[src/rtl/seq_divider.sv]
// Iterative unsigned restoring divider: one shift-and-subtract step per clock.
// A start is accepted in IDLE or DONE, so back-to-back divisions have no bubble.
module seq_divider #(
    parameter int WIDTH = 32
) (
    input  logic             clk,
    input  logic             rst_n,
    input  logic             start,
    input  logic [WIDTH-1:0] dividend,
    input  logic [WIDTH-1:0] divisor,
    output logic             busy,
    output logic             valid,
    output logic [WIDTH-1:0] quotient,
    output logic [WIDTH-1:0] remainder,
    output logic             div_by_zero,
    output logic [1:0]       dbg_state
);

    localparam int CW = $clog2(WIDTH + 1);

    typedef enum logic [1:0] {
        IDLE = 2'd0,
        RUN  = 2'd1,
        DONE = 2'd2
    } state_t;

    // Handshake: start is taken on a rising edge whenever busy=0; valid is a
    // single-cycle pulse and the results stay put until the next accepted start.
    state_t           state, state_nx;
    logic [WIDTH-1:0] q_reg, q_nx;
    logic [WIDTH-1:0] d_reg, d_nx;
    logic [WIDTH-1:0] r_reg, r_nx;
    logic [CW-1:0]    cnt, cnt_nx;
    logic [WIDTH-1:0] quo_nx, rem_nx;
    logic             dz_nx;
    logic [WIDTH:0]   shift_r;
    logic [WIDTH:0]   trial;

    // The partial remainder is always restored below D, so its top bit of the
    // WIDTH+1-bit R is zero between steps and only the shifted value needs it.
    always_comb begin
        state_nx = state;
        q_nx     = q_reg;
        d_nx     = d_reg;
        r_nx     = r_reg;
        cnt_nx   = cnt;
        quo_nx   = quotient;
        rem_nx   = remainder;
        dz_nx    = div_by_zero;
        shift_r  = {r_reg, q_reg[WIDTH-1]};
        trial    = shift_r - {1'b0, d_reg};

        case (state)
            IDLE, DONE: begin
                state_nx = IDLE;
                if (start) begin
                    if (divisor != '0) begin
                        state_nx = RUN;
                        q_nx     = dividend;
                        d_nx     = divisor;
                        r_nx     = '0;
                        cnt_nx   = CW'(WIDTH);
                    end else begin
                        state_nx = DONE;
                        quo_nx   = '1;
                        rem_nx   = dividend;
                        dz_nx    = 1'b1;
                    end
                end
            end
            RUN: begin
                q_nx   = {q_reg[WIDTH-2:0], ~trial[WIDTH]};
                r_nx   = trial[WIDTH] ? shift_r[WIDTH-1:0] : trial[WIDTH-1:0];
                cnt_nx = cnt - CW'(1);
                if (cnt == CW'(1)) begin
                    state_nx = DONE;
                    quo_nx   = q_nx;
                    rem_nx   = r_nx;
                    dz_nx    = 1'b0;
                end
            end
            default: state_nx = IDLE;
        endcase
    end

    always_ff @(posedge clk or negedge rst_n) begin
        if (!rst_n) begin
            state       <= IDLE;
            q_reg       <= '0;
            d_reg       <= '0;
            r_reg       <= '0;
            cnt         <= '0;
            quotient    <= '0;
            remainder   <= '0;
            div_by_zero <= 1'b0;
        end else begin
            state       <= state_nx;
            q_reg       <= q_nx;
            d_reg       <= d_nx;
            r_reg       <= r_nx;
            cnt         <= cnt_nx;
            quotient    <= quo_nx;
            remainder   <= rem_nx;
            div_by_zero <= dz_nx;
        end
    end

    assign busy      = (state == RUN);
    assign valid     = (state == DONE);
    assign dbg_state = state;

endmodule

[config.mk]
export PLATFORM = sky130hd
export DESIGN_NAME = seq_divider
export DESIGN_NICKNAME = d
export VERILOG_FILES = /design/src/rtl/seq_divider.sv
export SDC_FILE = /design/constraint.sdc
export NUM_CORES = 1
export LEC_CHECK = 0
export CORE_MARGIN = 1.5
export CORE_UTILIZATION = 55
export CTS_CLUSTER_SIZE = 30
export DETAILED_ROUTE_END_ITERATION = 12
export HOLD_SLACK_MARGIN = 0.03
export PLACE_DENSITY_LB_ADDON = 0.08
export REMOVE_ABC_BUFFERS = 1
export SLEW_MARGIN = 40
export SYNTH_ARGS = -nofsm -noshare
export SYNTH_HDL_FRONTEND = slang
export SYNTH_SLANG_ARGS = --single-unit
export TNS_END_PERCENT = 30
[constraint.sdc]
create_clock -name clk -period 3.5 [get_ports clk]
set_input_delay 0.7 -clock clk [delete_from_list [all_inputs] [get_ports clk]]
set_output_delay 0.7 -clock clk [all_outputs]
set_load 0.02 [all_outputs]
* Yosys cells after proc, flatten, opt, wreduce, memory -nomap -nowiden
Index checks and enable logic that the tools add are counted.
Storage, ports and cells: flip-flop bits (word level) 169, input bits 67, output and inout port bits 69, word-level logic and storage cells 51
Operators by class: $add $sub $neg 2, equality and inequality tests 7, multiplexer cells 26, bitwise operators 1, reduce and logical (&&, ||, !) cells 7
Operators with widths (number):
- 32-bit 2-to-1 mux | 11
- 32-bit case mux with 2 select lines | 4
- 33-bit by 32-bit subtractor with 33-bit output | 1
- 32-bit nonzero test | 1
- 6-bit 2-to-1 mux | 2
- 6-bit case mux with 2 select lines | 1
- 6-bit by 1-bit equality test with 1-bit output, second input constant | 1
- 2-bit 2-to-1 mux | 3
- 2-bit != test, second input constant | 3
- 3-bit AND reduction | 2
- 6-bit by 1-bit subtractor with 6-bit output, second input constant | 1
- 2-bit case mux with 2 select lines | 1
- 4-bit AND reduction | 1
- 1-bit 2-to-1 mux | 3
- 2-bit by 1-bit equality test with 1-bit output, second input constant | 1
- 2-bit equality test, second input constant | 1
- 2-bit logical NOT | 1
- 2-bit by 1-bit != test with 1-bit output, second input constant | 1
- 1-bit case mux with 2 select lines | 1
- 2-bit nonzero test | 1
- 2-bit OR reduction | 1
- 1-bit NOT | 1

* Depth between registers and ports, before layout
depth in word-level cells 4, gate-level depth with buffers 14, mapped depth without buffers 12

* Least setup slack after synthesis
No wires, ideal clock.
path type register to register, start register q_reg[31], end register r_reg[28], arrival 2.632 ns, required time 3.379 ns, setup slack 0.747 ns, cell stages (with the launch flop) 13, path buffers 1, period minus slack after synthesis 2.753 ns, cell sequence dfrtp_1 > inv_1 > ha_1 > fa_1 > nand2b_1 > a21o_1 > a311oi_2 > o211ai_2 > a21bo_1 > o211ai_2 > buf_6 > mux2_2 > a22o_1
Between the ends: cells in the longest elaborated chain, start to end 3
RTL lines:
- start, declared | RTL line 30 | logic [WIDTH-1:0] q_reg, q_nx;
- start signal, assigned | RTL line 98 | q_reg <= q_nx;
- 33-bit by 32-bit subtractor with 33-bit output | RTL line 51 | trial = shift_r - {1'b0, d_reg};
- 32-bit 2-to-1 mux | RTL line 73 | r_nx = trial[WIDTH] ? shift_r[WIDTH-1:0] : trial[WIDTH-1:0];
- 32-bit case mux with 2 select lines | RTL line 53 | case (state)
- end signal, assigned | RTL line 100 | r_reg <= r_nx;
- end, declared | RTL line 32 | logic [WIDTH-1:0] r_reg, r_nx;
Every way passes these cells. A chain may end at the register's enable or synchronous reset.

* Worst setup path after layout
Ends and elaborated chain as after synthesis.

==> reports/results.txt <==
The root cell of the clock tree was clkbuf_16. The time the final worst path needs with I/O delays and setup was 3.23 ns. The number of inserted filler cells in the final layout came out at 1286.

Relative to the synthesized area, the layout overhead comes to 24.4%. The run gives 0 as the number of pins exceeding their max-slew limit in the final report. On the worst path, the slowest cell contributes a delay of 0.41 ns.

The first global-routing pass estimated 40.0 mm of wire. Dividing total power by cell area gives a power density of 1230 mW/mm^2. From left edge to right edge, the die measures 131 um. Using the TritonRoute via totals, the vias-per-cell ratio works out to 5.85. For this run, the leading register cell type out of synthesis is dfrtp_1. The clock sink count came out at 169. The number of placement rows is 46, and the worst-margin pin slew is 0.733 ns. After detailed routing, the number of remaining DRC violations is 0.

In this run the worst setup path begins at q_reg[31]$_DFFE_PN0P_. Summed over all layers, the routed wires come to 24.6 mm. The first routing iteration left 462 violations.

For the clock latency at the later pin of the worst-skew pair, the log shows 0.44 ns. The maximum operating frequency was 310 MHz; the vertical die dimension was 131 um. The wire length per cell is 18.2 um, and the H-tree level count is 4. The fraction of the yosys area taken by sequential cells was 0.468; the number of optimization iterations in the first detailed-route pass was 6. The number of global-route vias before repair is 7771. The run finished with clean final reports.

Max-cap violations in this run came to 0. Synthesis produced a netlist whose cell count is 1002. The run gives 0 as the antenna diode instance count. For this run, the number of Yosys warnings is 0. The logs give 4.81 nW for the leakage power and 13.8 mW for the total power. The clock transition time at the flip-flop clock pins of the worst setup and hold paths works out to 0.06 ns.

The share of synthesized registers carrying an async set or reset came out at 1.00. The class of the worst hold path was input pin to async pin. In this run, CTS created clock tree buffers numbering 17. In this run the register-to-register setup slack is 0.27 ns. The final worst-path cycle share was 0.922. The critical register-to-register path startpoint is q_reg[31]$_DFFE_PN0P_. The fraction of synthesized cell area in xor and xnor cells is 0.0281, and the data arrival time at the worst-slack endpoint is 3.55 ns. The initial standard-cell utilization of the core came out at 0.567. The number of I/O port buffers came out at 135. The largest individual stage delay along the critical path comes from the cell fa_1. The layout cell share with drive strength beyond 1 works out to 0.0749. The run gives 0.881 as the placer congestion estimate. Final net count: 1224. The fraction of the mapped netlist area in compound gates was 0.212. The number of synthesized register bits is 169. In this run the remaining antenna-violating nets after routing total 0.

The total via count after detailed routing is 7897, and the pin count of the biggest net entering global routing is 76. The run gives 0.0159 mm^2 as the placeable core area. The run gives 3.82 ns as the data required time of the critical path. The worst register-to-register path ends at r_reg[28]$_DFFE_PN0P_. The tools report the post-DP HPWL as 17.5 mm. For the number of placed instances with taps included, the log shows 1315. The class of the most critical setup path is flip-flop to flip-flop. The number of distinct library cells after synthesis came out at 63. In this run the cell area of the synthesized design comes to 0.00904 mm^2.

Setup repair after global routing left no endpoint under its margin. TritonCTS built the clock tree. The tools report the share of the core filled with cells as 0.706. In this run the worst path has a maximum fanout of 9. For this design, the CTS-stage hold fixing added 0 buffers. The tools report the worst max-slew margin expressed relative to the limit as 0.511. I/O pin total: 136. The worst-case clock buffer depth was 2; the maximum ir drop on the vdd rail was 0.670 mV.

For the aggregate global-route resource usage, the log shows 0.292. The clock arrives with 0.0129 ns of skew. The die covers 0.0172 mm^2. Setup violations remaining at the end of the flow were counted as 0. Together, buffers and inverters on the worst path number 2.

After synthesis, the largest family of logic cells by area is compound AO/OA/AOI/OAI gates. Fraction of synthesized area in multiplexers: 0.0262. The worst setup path is captured at a flip-flop.

Area fraction in and, or, nand and nor cells after synthesis: 0.169. The post-layout instance count excluding filler cells is 1351. Walking the worst path, the cells encountered are inv_1 -> ha_1 -> fa_1 -> nand2b_1 -> a21o_1 -> a311oi_2 -> o211ai_2 -> a21bo_1 -> o211ai_4 -> buf_4 -> mux2_2 -> a22o_1. The run gives 0.274 ns as the worst setup margin. For the initial antenna violation count, the log shows 0. Grouping stages by cell kind, the critical path spends the most delay in compound AO/OA/AOI/OAI gates. Hold violation count in the final report: 0. Synthesized-area fraction occupied by adder cells: 0.0493. The critical path startpoint category is a flip-flop. Summed over all layers, the global routing overflow is 0. The average cell area after synthesis works out to 9.02 um^2. In this run, synthesis inferred 0 flip-flops with an integrated enable. OpenSTA, run right after detailed placement, puts the worst setup slack at 0.231 ns. Depth of the worst register-to-register path: 12.
[what timing repair did]
| action | in CTS | in global routing |
|---|---|---|
| gates resized for setup | 0 | 0 |
| setup buffers | 0 | 4 |
| setup endpoints to repair | 0 | 2 |
[per-stage QoR]
step | instance area (um^2) | hold slack [ns] | TNS [ns]
after detailed placement | 10700 | 0.474 | 0
after CTS | 11200 | 0.311 | 0
final | 11300 | 0.267 | 0
after global placement | 10700 | 0.463 | 0
after global routing | 11300 | 0.329 | 0
after floorplan | 8750 | 0.404 | -348.55
[worst reg2reg max path, delay by kind of cell (launching register included)]
| kind | cells | cell delay [ns] |
|---|---|---|
| AOI/OAI and AO/OA | 6 | 1.28 |
| adders and majority gates | 2 | 0.63 |
| buffers and inverters | 2 | 0.29 |
| DFF | 1 | 0.37 |
| muxes | 1 | 0.37 |
| and+or+nand+nor | 1 | 0.18 |
[final cells by class]
cell class	count	area, um^2	share of cell area
clock buffers	19	433	0.0385
clock inverters	13	98.8	0.00879
inverters	39	146	0.0130
multi-input cells	728	4410	0.392
flip-flops and latches	169	4230	0.376
well taps	216	270	0.0240
repair buffers	167	1670	0.148
[metal layers]
metal,global-route usage,up-vias,part of all wire
li1,-,3784,-
met1,0.376,3818,0.43
met2,0.498,245,0.49
met3,0.0444,50,0.048
met4,0.110,0,0.030
met5,0,-,0
[cell usage in the layout (no fill, tap or decap), drive strengths merged, types with 6 or more instances in the layout]
cell	count
a21o	17
a21oi	51
a31oi	41
and2	6
and3	7
buf	33
clkbuf	19
clkdlybuf4s50	134
clkinv	6
dfrtp	169
ha	34
inv	41
mux2i	21
nand2	190
nand2b	9
nand3	32
nand4	9
nor2	64
nor2b	9
nor4	10
o211ai	27
o21ai	82
o22a	32
or3	6
xnor2	19
xor2	10
[how the worst max path moves through the flow]
stage / slack, ns / cells past startpoint / end
after floorplan: -4.19 / 9 / remainder[25]$_DFFE_PN0P_
after global placement: 0.32 / 13 / remainder[2]$_DFFE_PN0P_
after detailed placement: 0.23 / 13 / remainder[2]$_DFFE_PN0P_
after CTS: 0.19 / 13 / remainder[2]$_DFFE_PN0P_
after global routing: 0.11 / 13 / remainder[2]$_DFFE_PN0P_
final: 0.27 / 12 / r_reg[28]$_DFFE_PN0P_
[synth_stat cells, types with 10 or more instances]
library cell	number	area, um^2
nor2_1	64	240
a21oi_1	50	250
ha_1	34	425
inv_1	39	146
nor4_1	10	62.6
o21ai_1	21	105
clkbuf_1	54	203
nand2_1	190	713
dfrtp_1	169	4230
xnor2_1	19	166
o21ai_0	61	305
nand3_1	32	160
a31oi_1	40	250
o22a_1	32	280
o211ai_1	24	180
a21o_1	17	128
xor2_1	10	87.6
mux2i_1	21	210
[power by group]
| part | switching, mW | total, mW | internal (mW) |
|---|---|---|---|
| combinational | 4.92 | 8.58 | 3.67 |
| sequential | 0.648 | 3.52 | 2.88 |
| clock | 0.814 | 1.73 | 0.912 |
| total | 6.38 | 13.8 | 7.45 |
[logic make-up (layout without fill, tap and decap cells)]
kind of cell,after synthesis,count (layout)
buf+inv,105,238
simple gates,352,352
mux,23,23
flops,169,169
compound gates,289,289
xor+xnor,29,29
fa+ha+maj,35,35
No activity file was read; power rests on OpenSTA's default activity.
==> variant, RTL diff (same flow settings) <==
Put one more register stage on the output `remainder`, without a reset. The value now appears one clock later. The other outputs are not delayed to match.
--- a/src/rtl/seq_divider.sv
+++ b/src/rtl/seq_divider.sv
@@ -24,6 +24,8 @@
         DONE = 2'd2
     } state_t;
 
+    logic [WIDTH-1:0] remainder_s0;
+
     // Handshake: start is taken on a rising edge whenever busy=0; valid is a
     // single-cycle pulse and the results stay put until the next accepted start.
     state_t           state, state_nx;
@@ -45,7 +47,7 @@
         r_nx     = r_reg;
         cnt_nx   = cnt;
         quo_nx   = quotient;
-        rem_nx   = remainder;
+        rem_nx   = remainder_s0;
         dz_nx    = div_by_zero;
         shift_r  = {r_reg, q_reg[WIDTH-1]};
         trial    = shift_r - {1'b0, d_reg};
@@ -91,7 +93,7 @@
             r_reg       <= '0;
             cnt         <= '0;
             quotient    <= '0;
-            remainder   <= '0;
+            remainder_s0 <= '0;
             div_by_zero <= 1'b0;
         end else begin
             state       <= state_nx;
@@ -100,7 +102,7 @@
             r_reg       <= r_nx;
             cnt         <= cnt_nx;
             quotient    <= quo_nx;
-            remainder   <= rem_nx;
+            remainder_s0 <= rem_nx;
             div_by_zero <= dz_nx;
         end
     end
@@ -109,5 +111,9 @@
     assign valid     = (state == DONE);
     assign dbg_state = state;
 
+    always_ff @(posedge clk) begin
+        remainder <= remainder_s0;
+    end
+
 endmodule
 
Behaviour: not the same (Yosys sat finds a counterexample within 4 cycles, from zero or initial values and one cycle with rst_n low).
==> variant against the unedited design <==
Power rose by 13%; combinational power grew 6.1%; clock power is 37% higher; wire length increased by 4.1%; synthesized cell count shrank 0.40%; final area rose by 8.0%; highest routed layer unchanged; sequential cell count grew 32; largest cell class is now registers; area after synthesis up 5.0%; die area grew 4.9%; setup slack got worse by 0.11 ns.
==> variant: results (changes against the unedited design) <==
[placed_design]
dp_cells = 1317  ; +0.15%
place.gp.congestion = 0.902  ; +2.3%
post_dp_cell_area_um2 = 11200  ; +4.5%
portBuffers = 135  ; unchanged
dp_hpwl_um = 17500  ; -0.37%
pre_cts_slack_ns = 0.00989  ; -0.222 ns

[routing]
detail_route.wl_per_cell_um = 18.7  ; +2.5%
ant_nets = 0  ; unchanged
drt_iter0_drc = 471  ; +1.9%
drtPass1Iterations = 5  ; -1
vias = 7987  ; +1.1%

[status]
outcome = finished clean

[timing]
slew_headroom_pct = 50.0  ; -1.1 points
whs_ns = 0.258  ; -0.00904 ns
setup_slack_ns = 0.161  ; -0.113 ns
fin_skew_ns = 0.0118  ; -0.00110 ns

[final_layout]
antenna_cells = 0  ; unchanged
drive_gt1_share_pct = 9.04  ; +1.5 points
instances_no_fill = 1371  ; +1.5%
nets = 1240  ; +1.3%

[clock_tree]
cts_buffers = 21  ; +4
path_clk_slew_ns = 0.06  ; about the same
clockBufferDepth = 3  ; +1
clk_latency_ns = 0.49  ; +0.05 ns
htreeDepth = 1  ; -3

[setup_path]
r2r_end = remainder_s0[26]
slowest_delay_ns = 0.36  ; -0.05 ns
worstPathArrival_ns = 3.69  ; +0.14 ns
cp_slowest_cell = fa_2
crit_fanout = 7  ; -2
critPathLaunch = q_reg[31]
end_kind = flip-flop

[yosys]
yosys-top-cells-count = dfrtp_1 (169), nand2_1 (141), o21ai_0 (92), a21oi_1 (69), nor2_1 (60)
yosysUniqueCellTypes = 54  ; -14%
ys_seq_area_share_pct = 51.3  ; +4.5 points
ys_async_sr_fraction_pct = 84.1  ; -16 points
syn_inst = 998  ; -0.40%
synth_area_leaders = dfrtp_1 (45%), dfxtp_1 (6.7%), nand2_1 (5.6%)

[global_routing]
grt_pass1_wl_um = 40300  ; +0.97%
grt_use_total_pct = 28.1  ; -1.0 points
grt_max_degree = 87  ; +14%
grt_pass1_vias = 7748  ; -0.30%

[pwr]
peakVddDrop_mv = 0.875  ; +30%
p_leak_nw = 5.30  ; +10%

## variant: changes by cell type in the layout (fill, tap and decap cells not counted), moves of 5 or more
cell / before / now
clkbuf_16: 17 / 23
a31oi_1: 40 / 35
nor3_1: 5 / 10
nand3_1: 32 / 27
nand2_1: 189 / 140
dfxtp_1: 0 / 32
and3_1: 7 / 24
o21ai_0: 61 / 91
o211ai_1: 24 / 4
buf_4: 26 / 32
nor2b_1: 9 / 3
a21oi_1: 50 / 69
clkinvlp_4: 5 / 0
## variant: per-layer routing
metal	track usage (%)	share of wire, %
met1	35.6	42
met2	50.4	51
met3	3.17	4.9
met4	9.08	2.8
met5	0	0
## variant: final cells by class
| type | instances | area [um^2] |
|---|---|---|
| Clock buffer | 27 | 578 |
| Sequential cell | 201 | 4870 |
| Inverter | 41 | 154 |
| Multi-Input combinational cell | 695 | 4320 |
| Fill cell | 1299 | 4550 |
| Timing Repair Buffer | 178 | 1810 |
| Clock inverter | 9 | 149 |
| Tap cell | 220 | 275 |
## variant: kinds of logic after synthesis
| kind of cell | after synthesis | synth area share, % |
|---|---|---|
| and+or+nand+nor | 306 | 14.4 |
| AOI/OAI and AO/OA | 290 | 18.7 |
| DFF | 201 | 51.3 |
| buffers and inverters | 102 | 4.31 |
| adders and majority gates | 35 | 4.69 |
| xor gates and xnor gates | 33 | 3.12 |
| muxes | 31 | 3.39 |
## variant: power breakdown
group	internal (mW)	switching, mW	total (mW)
sequential	3.40	0.732	4.13
combinational	4.10	5.00	9.10
clock	1.46	0.912	2.37
total	8.96	6.64	15.6
## variant: what timing repair did
item                       CTS  global route
resized for setup            0            14
setup buffers                0            15
hold buffers                 0             0
setup endpoints to repair    0            44
